<file path="src/rtl/uart_rx_ctrl.sv">
// Oversampling UART receive controller: start-bit qualification, mid-bit data
// sampling, stop-bit check and a valid/rd handoff with sticky error flags.
module uart_rx_ctrl #(
    parameter int CLKS_PER_BIT = 434,
    parameter int DATA_BITS    = 8
) (
    input  logic                 clk,
    input  logic                 reset,
    input  logic                 enable,
    input  logic                 rx_in,
    input  logic                 rd,
    input  logic                 err_clr,
    output logic [DATA_BITS-1:0] data_out,
    output logic                 valid,
    output logic                 busy,
    output logic                 frame_err,
    output logic                 overrun
);

    localparam int CNT_W = $clog2(CLKS_PER_BIT);
    localparam int IDX_W = $clog2(DATA_BITS);
    localparam logic [CNT_W-1:0] HALF_LAST = CNT_W'(CLKS_PER_BIT / 2 - 1);
    localparam logic [CNT_W-1:0] BIT_LAST  = CNT_W'(CLKS_PER_BIT - 1);
    localparam logic [IDX_W-1:0] LAST_IDX  = IDX_W'(DATA_BITS - 1);

    typedef enum logic [2:0] {
        IDLE,
        START,
        DATA,
        STOP,
        WAIT_HIGH
    } state_t;

    state_t                 state, state_nx;
    logic                   rx_p0, rx_s_p1;
    logic                   rx_s;
    logic [CNT_W-1:0]       tick_cnt, tick_nx;
    logic [IDX_W-1:0]       bit_idx, bit_nx;
    logic [DATA_BITS-1:0]   shreg, shreg_nx;
    logic                   deliver;
    logic                   ferr_set;
    logic                   ovr_set;

    assign rx_s    = rx_s_p1;
    assign busy    = (state != IDLE);
    assign ovr_set = deliver && valid && !rd;

    always_comb begin
        state_nx = state;
        bit_nx   = bit_idx;
        shreg_nx = shreg;
        deliver  = 1'b0;
        ferr_set = 1'b0;
        if (state == IDLE || state == WAIT_HIGH || tick_cnt == BIT_LAST) begin
            tick_nx = '0;
        end else begin
            tick_nx = tick_cnt + CNT_W'(1);
        end

        if (!enable) begin
            state_nx = IDLE;
        end else begin
            case (state)
                IDLE: begin
                    if (!rx_s) state_nx = START;
                end
                START: begin
                    // A line that is high again at mid start bit was only a glitch.
                    if (tick_cnt == HALF_LAST) begin
                        state_nx = rx_s ? IDLE : DATA;
                        bit_nx   = '0;
                    end
                end
                DATA: begin
                    if (tick_cnt == BIT_LAST) begin
                        shreg_nx[bit_idx] = rx_s;
                        if (bit_idx == LAST_IDX) state_nx = STOP;
                        else                     bit_nx   = bit_idx + IDX_W'(1);
                    end
                end
                STOP: begin
                    if (tick_cnt == BIT_LAST) begin
                        if (rx_s) begin
                            deliver  = 1'b1;
                            state_nx = IDLE;
                        end else begin
                            ferr_set = 1'b1;
                            state_nx = WAIT_HIGH;
                        end
                    end
                end
                WAIT_HIGH: begin
                    if (rx_s) state_nx = IDLE;
                end
                default: state_nx = IDLE;
            endcase
        end

        if (state_nx != state) tick_nx = '0;
    end

    // Stage boundary: synchroniser, control state and host-side outputs
    always_ff @(posedge clk or posedge reset) begin
        if (reset) begin
            rx_p0     <= 1'b1;
            rx_s_p1   <= 1'b1;
            state     <= IDLE;
            tick_cnt  <= '0;
            bit_idx   <= '0;
            data_out  <= '0;
            valid     <= 1'b0;
            frame_err <= 1'b0;
            overrun   <= 1'b0;
        end else begin
            rx_p0    <= rx_in;
            rx_s_p1  <= rx_p0;
            state    <= state_nx;
            tick_cnt <= tick_nx;
            bit_idx  <= bit_nx;
            // A same-cycle rd frees the slot, so the new byte lands without overrun.
            if (deliver && (!valid || rd)) begin
                data_out <= shreg;
                valid    <= 1'b1;
            end else if (rd) begin
                valid <= 1'b0;
            end
            frame_err <= ferr_set || (frame_err && !err_clr);
            overrun   <= ovr_set  || (overrun   && !err_clr);
        end
    end

    // Stage boundary: assembly register, never read before all bits are written
    always_ff @(posedge clk) begin
        shreg <= shreg_nx;
    end

endmodule

</file>
<file path="config.mk">
export PLATFORM = sky130hd
export DESIGN_NAME = uart_rx_ctrl
export DESIGN_NICKNAME = d
export VERILOG_FILES = /design/src/rtl/uart_rx_ctrl.sv
export SDC_FILE = /design/constraint.sdc
export NUM_CORES = 1
export LEC_CHECK = 0
export CAP_MARGIN = 10
export CORE_MARGIN = 3
export CORE_UTILIZATION = 49
export CTS_CLUSTER_DIAMETER = 50
export DETAILED_ROUTE_END_ITERATION = 8
export GPL_ROUTABILITY_DRIVEN = 1
export GPL_TIMING_DRIVEN = 0
export MAX_ROUTING_LAYER = met4
export PLACE_DENSITY = 0.73
export SLEW_MARGIN = 5
export SYNTH_ARGS = -nofsm -noshare
export SYNTH_HDL_FRONTEND = slang
export SYNTH_SLANG_ARGS = --single-unit
</file>
<file path="constraint.sdc">
create_clock -name clk -period 1.7 [get_ports clk]
set_clock_uncertainty 0.05 [all_clocks]
set_input_delay 0.17 -clock clk [delete_from_list [all_inputs] [get_ports clk]]
set_output_delay 0.17 -clock clk [all_outputs]
set_load 0.03 [all_outputs]
</file>
* Word level (Yosys, flattened, before mapping)
Index checks and enable logic that the tools add are counted.
** Storage, ports and cells
- Register bits :: 36
- Output and inout port bits :: 12
** Cells by class
- Add/subtract/negate cells :: 2
- Magnitude comparators :: 2
- Equality and inequality tests :: 11
- Mux-type cells :: 29
- Reductions and logical operators :: 20
** Operators with widths (number)
- $mux W3 :: 11
- $mux W9 :: 2
- $pmux W3 S5 :: 1
- $mux W1 :: 11
- $add A9 B1 Y9 const B :: 1
- $eq A9 B8 Y1 const B :: 1
- $eq A9 B9 Y1 const B :: 1
- $bwmux W8 :: 1
- $eq A3 B2 Y1 const B :: 2
- $eq A3 B3 Y1 const B :: 2
- $logic_and A1 B1 Y1 :: 6
- $ne A2 B2 Y1 const B :: 3
- $pmux W3 S2 :: 1
- $logic_or A1 B1 Y1 :: 5
- $reduce_and A5 Y1 :: 1
- $lt A3 B4 Y1 const B :: 1
- $reduce_bool A2 Y1 :: 2
- $add A3 B1 Y3 const B :: 1
- $demux W1 S3 :: 1
- $eq A3 B1 Y1 const B :: 1
- $ge A3 B1 Y1 const B :: 1
- $logic_not A1 Y1 :: 3
- $logic_not A3 Y1 :: 1
- $ne A3 B3 Y1 :: 1
- other kinds (3) :: 3

* Longest topological paths before layout
Gate-level depths: netlist of the first run.
- Depth after elaboration :: 7
- Depth in mapped cells :: 7

* Worst setup path after synthesis of the first run
OpenSTA, ideal clock, no wires.
- Path kind :: register to register
- Start point :: register tick_cnt[1]
- End point :: register data_out[0]
- Library setup time :: 0.125 ns
- Arrival :: 1.581 ns
- Path slack :: -0.056 ns
- Stages on the path, launching flop included :: 7
- Path buffers :: 0
- Clock period less this slack :: 1.756 ns
- Path through :: dfrtp_1 > inv_1 > ha_1 > nand4b_4 > nor4_4 > nand3_4 > mux2_4
** On the way
- Cells in the longest elaborated chain, start to end :: 5
** Ends and longest elaborated chain
- start: declaration :: RTL line 37 : logic [CNT_W-1:0] tick_cnt, tick_nx;
- start signal: assignment :: RTL line 118 : tick_cnt <= tick_nx;
- $eq A9 B9 Y1 :: RTL line 82 : if (tick_cnt == BIT_LAST) begin
- $mux W1 :: RTL line 82
- $mux W1 :: RTL line 63 : case (state)
- $mux W1 :: RTL line 60 : if (!enable) begin
- $logic_and A1 B1 Y1 :: RTL line 121 : if (deliver && (!valid || rd)) begin
- end signal: assignment :: RTL line 122 : data_out <= shreg;
- end: declaration :: RTL line 13 : output logic [DATA_BITS-1:0] data_out,
No other way between the ends.
A chain may end at the register's enable or synchronous reset.

* Worst setup path in the final report of the first run
- Start point :: register tick_cnt[0]
- End point :: register bit_idx[0]
** On the way
- Cells in the longest elaborated chain, start to end :: 3
- Elaborated cells on any way between the ends :: 5
** Ends and longest elaborated chain
- $eq A9 B9 Y1 / $eq A9 B8 Y1 (equally long branches) :: RTL line 75, 69
- $ne A2 B2 Y1 (no line)
- $reduce_and A5 Y1 (no line) *
- end signal: assignment :: RTL line 119 : bit_idx <= bit_nx;
- end: declaration :: RTL line 38 : logic [IDX_W-1:0] bit_idx, bit_nx;
Mark *: on every way between the ends. The rest lies on a longest branch, timed or not.

==> impl_results.md, run 1 <==
- Hold Buf Count CTS: 0
- Boundary Pins: 18
- WHS Endpoint: rx_p0
- Area of the mapped netlist: 1790 µm²
- Num rows: 21
- Async set-reset flop share out of synthesis: 0.778
- Fillers: 241
- # nets final: 198
- Number of global-route vias before repair: 1290
- DP HPWL: 2.21 mm
- Non-Filler Instances: 234
- Global-route met2 utilization: 0.289
- M3 GR Usage: 0.0544
- R2R Path End: bit_idx[0]
- Crit path buf inv count: 1
- Num CTS Buffers: 5
- Share of layout cells above drive strength 1: 0.420
- Met1 Track Usage GR: 0.227
- Power per cell area: 690 nW/µm²
- RSZ-0062 raised after global routing: true
- R2R setup slack: -0.17 ns
- Clock sink count: 36
- P_int: 1260 µW
- Critical path's slowest cell: dfrtp_2
- Crit path max fanout: 4
- Final period util: 1.10
- Total number of vias: 1281
- Worst flop-to-flop path startpoint: tick_cnt[0]
- CTS H-tree depth: 2
- # setup viols final: 30
- Crit. End Element: register
- Status: complete, but fails checks
- Comb power frac: 0.081
- Failing checks: negative setup slack
- Pre-Repair DR Iteration Count: 4
- Die Area: 4410 µm²
- Tot GR Track Use: 0.189
- DR iter-0 viols: 80
- Post-Route WL: 3.99 mm
- EDFF count, synth: 8
- Later-pin clock latency in the skew report: 0.35 ns
- Top cells by area, synth: dfrtp_1, edfxtp_1, mux2_4, nor3_2, ha_1
- First-pass GRT wire length: 5.91 mm
- Max Cap Viol: 0
- Max clock buf depth: 2
- Arrival time worst endpoint: 2.06 ns
- Routed Antenna Nets: 0
- Min-Delay Path Depth: 1
- Delay of the slowest cell on the worst path: 0.47 ns
- TritonCTS clock tree: built
- Area grow syn2layout: 33.2%
- Clock Power Share: 0.368
- Fin Setup TNS: -2.96 ns
- Top cell type's share of synthesized area: 0.364
- Syn Nets: 155
- Global route hottest layer: met2
- Vias/cell: 5.47
- Die W: 66.4 µm
- HP Class: in2reg
- Number of antenna violations at the first check in global routing: 0
- WL/cell: 17.1 µm
- Sw Share: 0.231
- GR Overflow Total: 0
- Diode count: 0
- Clk slew on worst S/H paths: 0.11 ns
- Multi-input logic area: 901 µm²
- Placer Congestion: 0.861
- Syn_area_per_cell: 12.4 µm²
- Initial Utilization: 0.523
- Placed insts: 207
- Fin worst setup slack: -0.173 ns
- Power Total: 1640 µW
- Final Max Tran Viols: 0
- Core ar.: 3420 µm²
- FF-to-FF path depth: 6
- Input/output buffers: 17
- Register area: 950 µm²
- Synth warn: 0
- Static Leak: 0.000986 µW
- DR DRC count: 0
- Worst-Margin Slew: 1.09 ns
- Sw Pwr: 380 µW
- Critical path class: reg2reg
- Final Hold Viols: 0
- Pre-CTS WS: -0.340 ns
- Ordered list of cells on the worst path: inv_2 -> ha_4 -> nand4b_1 -> nor4_4 -> a22oi_2 -> mux2_4
- Seq/Total Area, Yosys: 0.528
- Worst hold start: rx_in
- Height of the die: 66.4 µm
- Setup crit start kind: register
- Delay-heaviest family, CP: simple AND/OR/NAND/NOR gates
- Peak supply drop: 0.000394 V
- CTS root buffer: clkbuf_4
- Min Tclk post-route: 1.87 ns
- Mapped Cells: 144
- Yosys reg bits: 36
- FMAX: 0.534 GHz
- Largest net degree at the start of global routing: 29
- Ys flop type: dfrtp_1
- Synth area leader: dfrtp_1
- CP required: 1.89 ns
- Relative slew slack: 0.270
- Yosys cell types: 42
- Flop pwr share: 0.551
-- per-layer routing --
layer	up-vias	wire length, µm
li1	596	-
met1	632	1730
met2	42	1980
met3	11	185
met4	0	89
met5	-	0
-- worst reg2reg max path: cells and delay by family (launching register included) --
family,cells,cell delay (ns)
AO/OA/AOI/OAI,1,0.21
adder cells (fa/ha/maj),1,0.12
buffers and inverters,1,0.08
flip-flops,1,0.47
multiplexers,1,0.32
AND/OR/NAND/NOR,2,0.52
-- flip-flops by register name (all words and copies together), names as in the netlist --
register and count:
state 3, data_out 8, tick_cnt 9, frame_err 1, overrun 1, valid 1
bit_idx 3, shreg 8, rx_p0 1, rx_s 1
-- how the worst max path moves through the flow --
stage	start	to	slack, ns	cells after the start
floorplan	tick_cnt[3]	data_out[0]	0.0002	4
global placement	enable	data_out[4]	-0.28	5
detailed placement	enable	data_out[0]	-0.34	5
CTS	state[0]	busy	-0.14	3
global route	tick_cnt[0]	bit_idx[0]	-0.24	6
finish	tick_cnt[0]	bit_idx[0]	-0.17	6
-- synth_stat cells, types with 3 or more instances --
library cell,n
nand2_1,12
nor4_1,3
o21ai_0,3
dfrtp_1,26
xnor2_1,5
nor3_2,8
inv_1,10
ha_1,5
edfxtp_1,8
mux2i_1,3
nor2_1,9
mux2_4,8
nand3_1,3
nor3_1,6
-- power groups by stage --
stage / Clock [µW] / Sequential [µW] / Combinational [µW]
after floorplan: 0 / 918 / 50.0
after detailed placement: 0 / 921 / 79.2
after global placement: 0 / 920 / 75.2
after global routing: 656 / 907 / 144
after CTS: 615 / 904 / 102
final: 605 / 906 / 133
-- through the flow --
stage	util	area, µm²	hold WS, ns
after global placement	0.590	2020	0.296
after CTS	0.656	2240	0.164
after global routing	0.697	2380	0.139
after floorplan	-	1790	0.124
after detailed placement	0.590	2020	0.298
final	0.697	2380	0.170
-- kinds of logic (layout without fill, tap and decap cells) --
kind of cell             count (synthesis)  count (layout)  synth area share
AND/OR/NAND/NOR                         59              59             0.239
flip-flops                              36              36             0.528
buffers and inverters                   14              58            0.0308
multiplexers                            12              12            0.0903
AO/OA/AOI/OAI                           11              11            0.0427
XOR/XNOR                                 7               7            0.0343
adder cells (fa/ha/maj)                  5               5            0.0350
-- timing repair --
action | in CTS | in global routing
gates cloned | 1 | 0
buffers inserted | 8 | 11
setup endpoints to repair | 30 | 31
resized for setup | 25 | 18
pin swaps | 17 | 5
-- layout make-up --
type                    instances  area share
inverters                      10      0.0158
clock buffers                   5      0.0158
flip-flops and latches         36       0.399
clock inverters                 3      0.0179
plain buffers                   3      0.0126
well taps                      46      0.0242
multi-input cells              94       0.378
repair buffers                 37       0.137
-- placed cells by master (no fill, tap or decap), drive strengths merged, types with 2 or more instances in the layout --
| cell type | netlist | layout |
|---|---|---|
| nand4b | 3 | 3 |
| xnor2 | 5 | 5 |
| nand2b | 2 | 2 |
| nor3 | 14 | 14 |
| ha | 5 | 5 |
| dfstp | 2 | 2 |
| xor2 | 2 | 2 |
| a21oi | 2 | 2 |
| nor2 | 10 | 10 |
| edfxtp | 8 | 8 |
| nand2 | 12 | 12 |
| dfrtp | 26 | 26 |
| inv | 10 | 10 |
| o21ai | 3 | 3 |
| nor3b | 2 | 2 |
| clkdlybuf4s50 | 0 | 16 |
| nor4 | 5 | 5 |
| mux2i | 3 | 3 |
| buf | 2 | 24 |
| nand3 | 4 | 4 |
| o22ai | 2 | 2 |
| clkbuf | 2 | 5 |
| mux2 | 9 | 9 |
(Power assumes the default switching activity.)
==> run 2, diff against run 1 <==
--- a/config.mk
+++ b/config.mk
@@ -9,6 +9,7 @@
 export CORE_MARGIN = 3
 export CORE_UTILIZATION = 49
 export CTS_CLUSTER_DIAMETER = 50
+export CTS_CLUSTER_SIZE = 28
 export DETAILED_ROUTE_END_ITERATION = 8
 export GPL_ROUTABILITY_DRIVEN = 1
 export GPL_TIMING_DRIVEN = 0
==> results of run 2 <==
No change in the layout: final DEF, timing and power equal those of run 1.
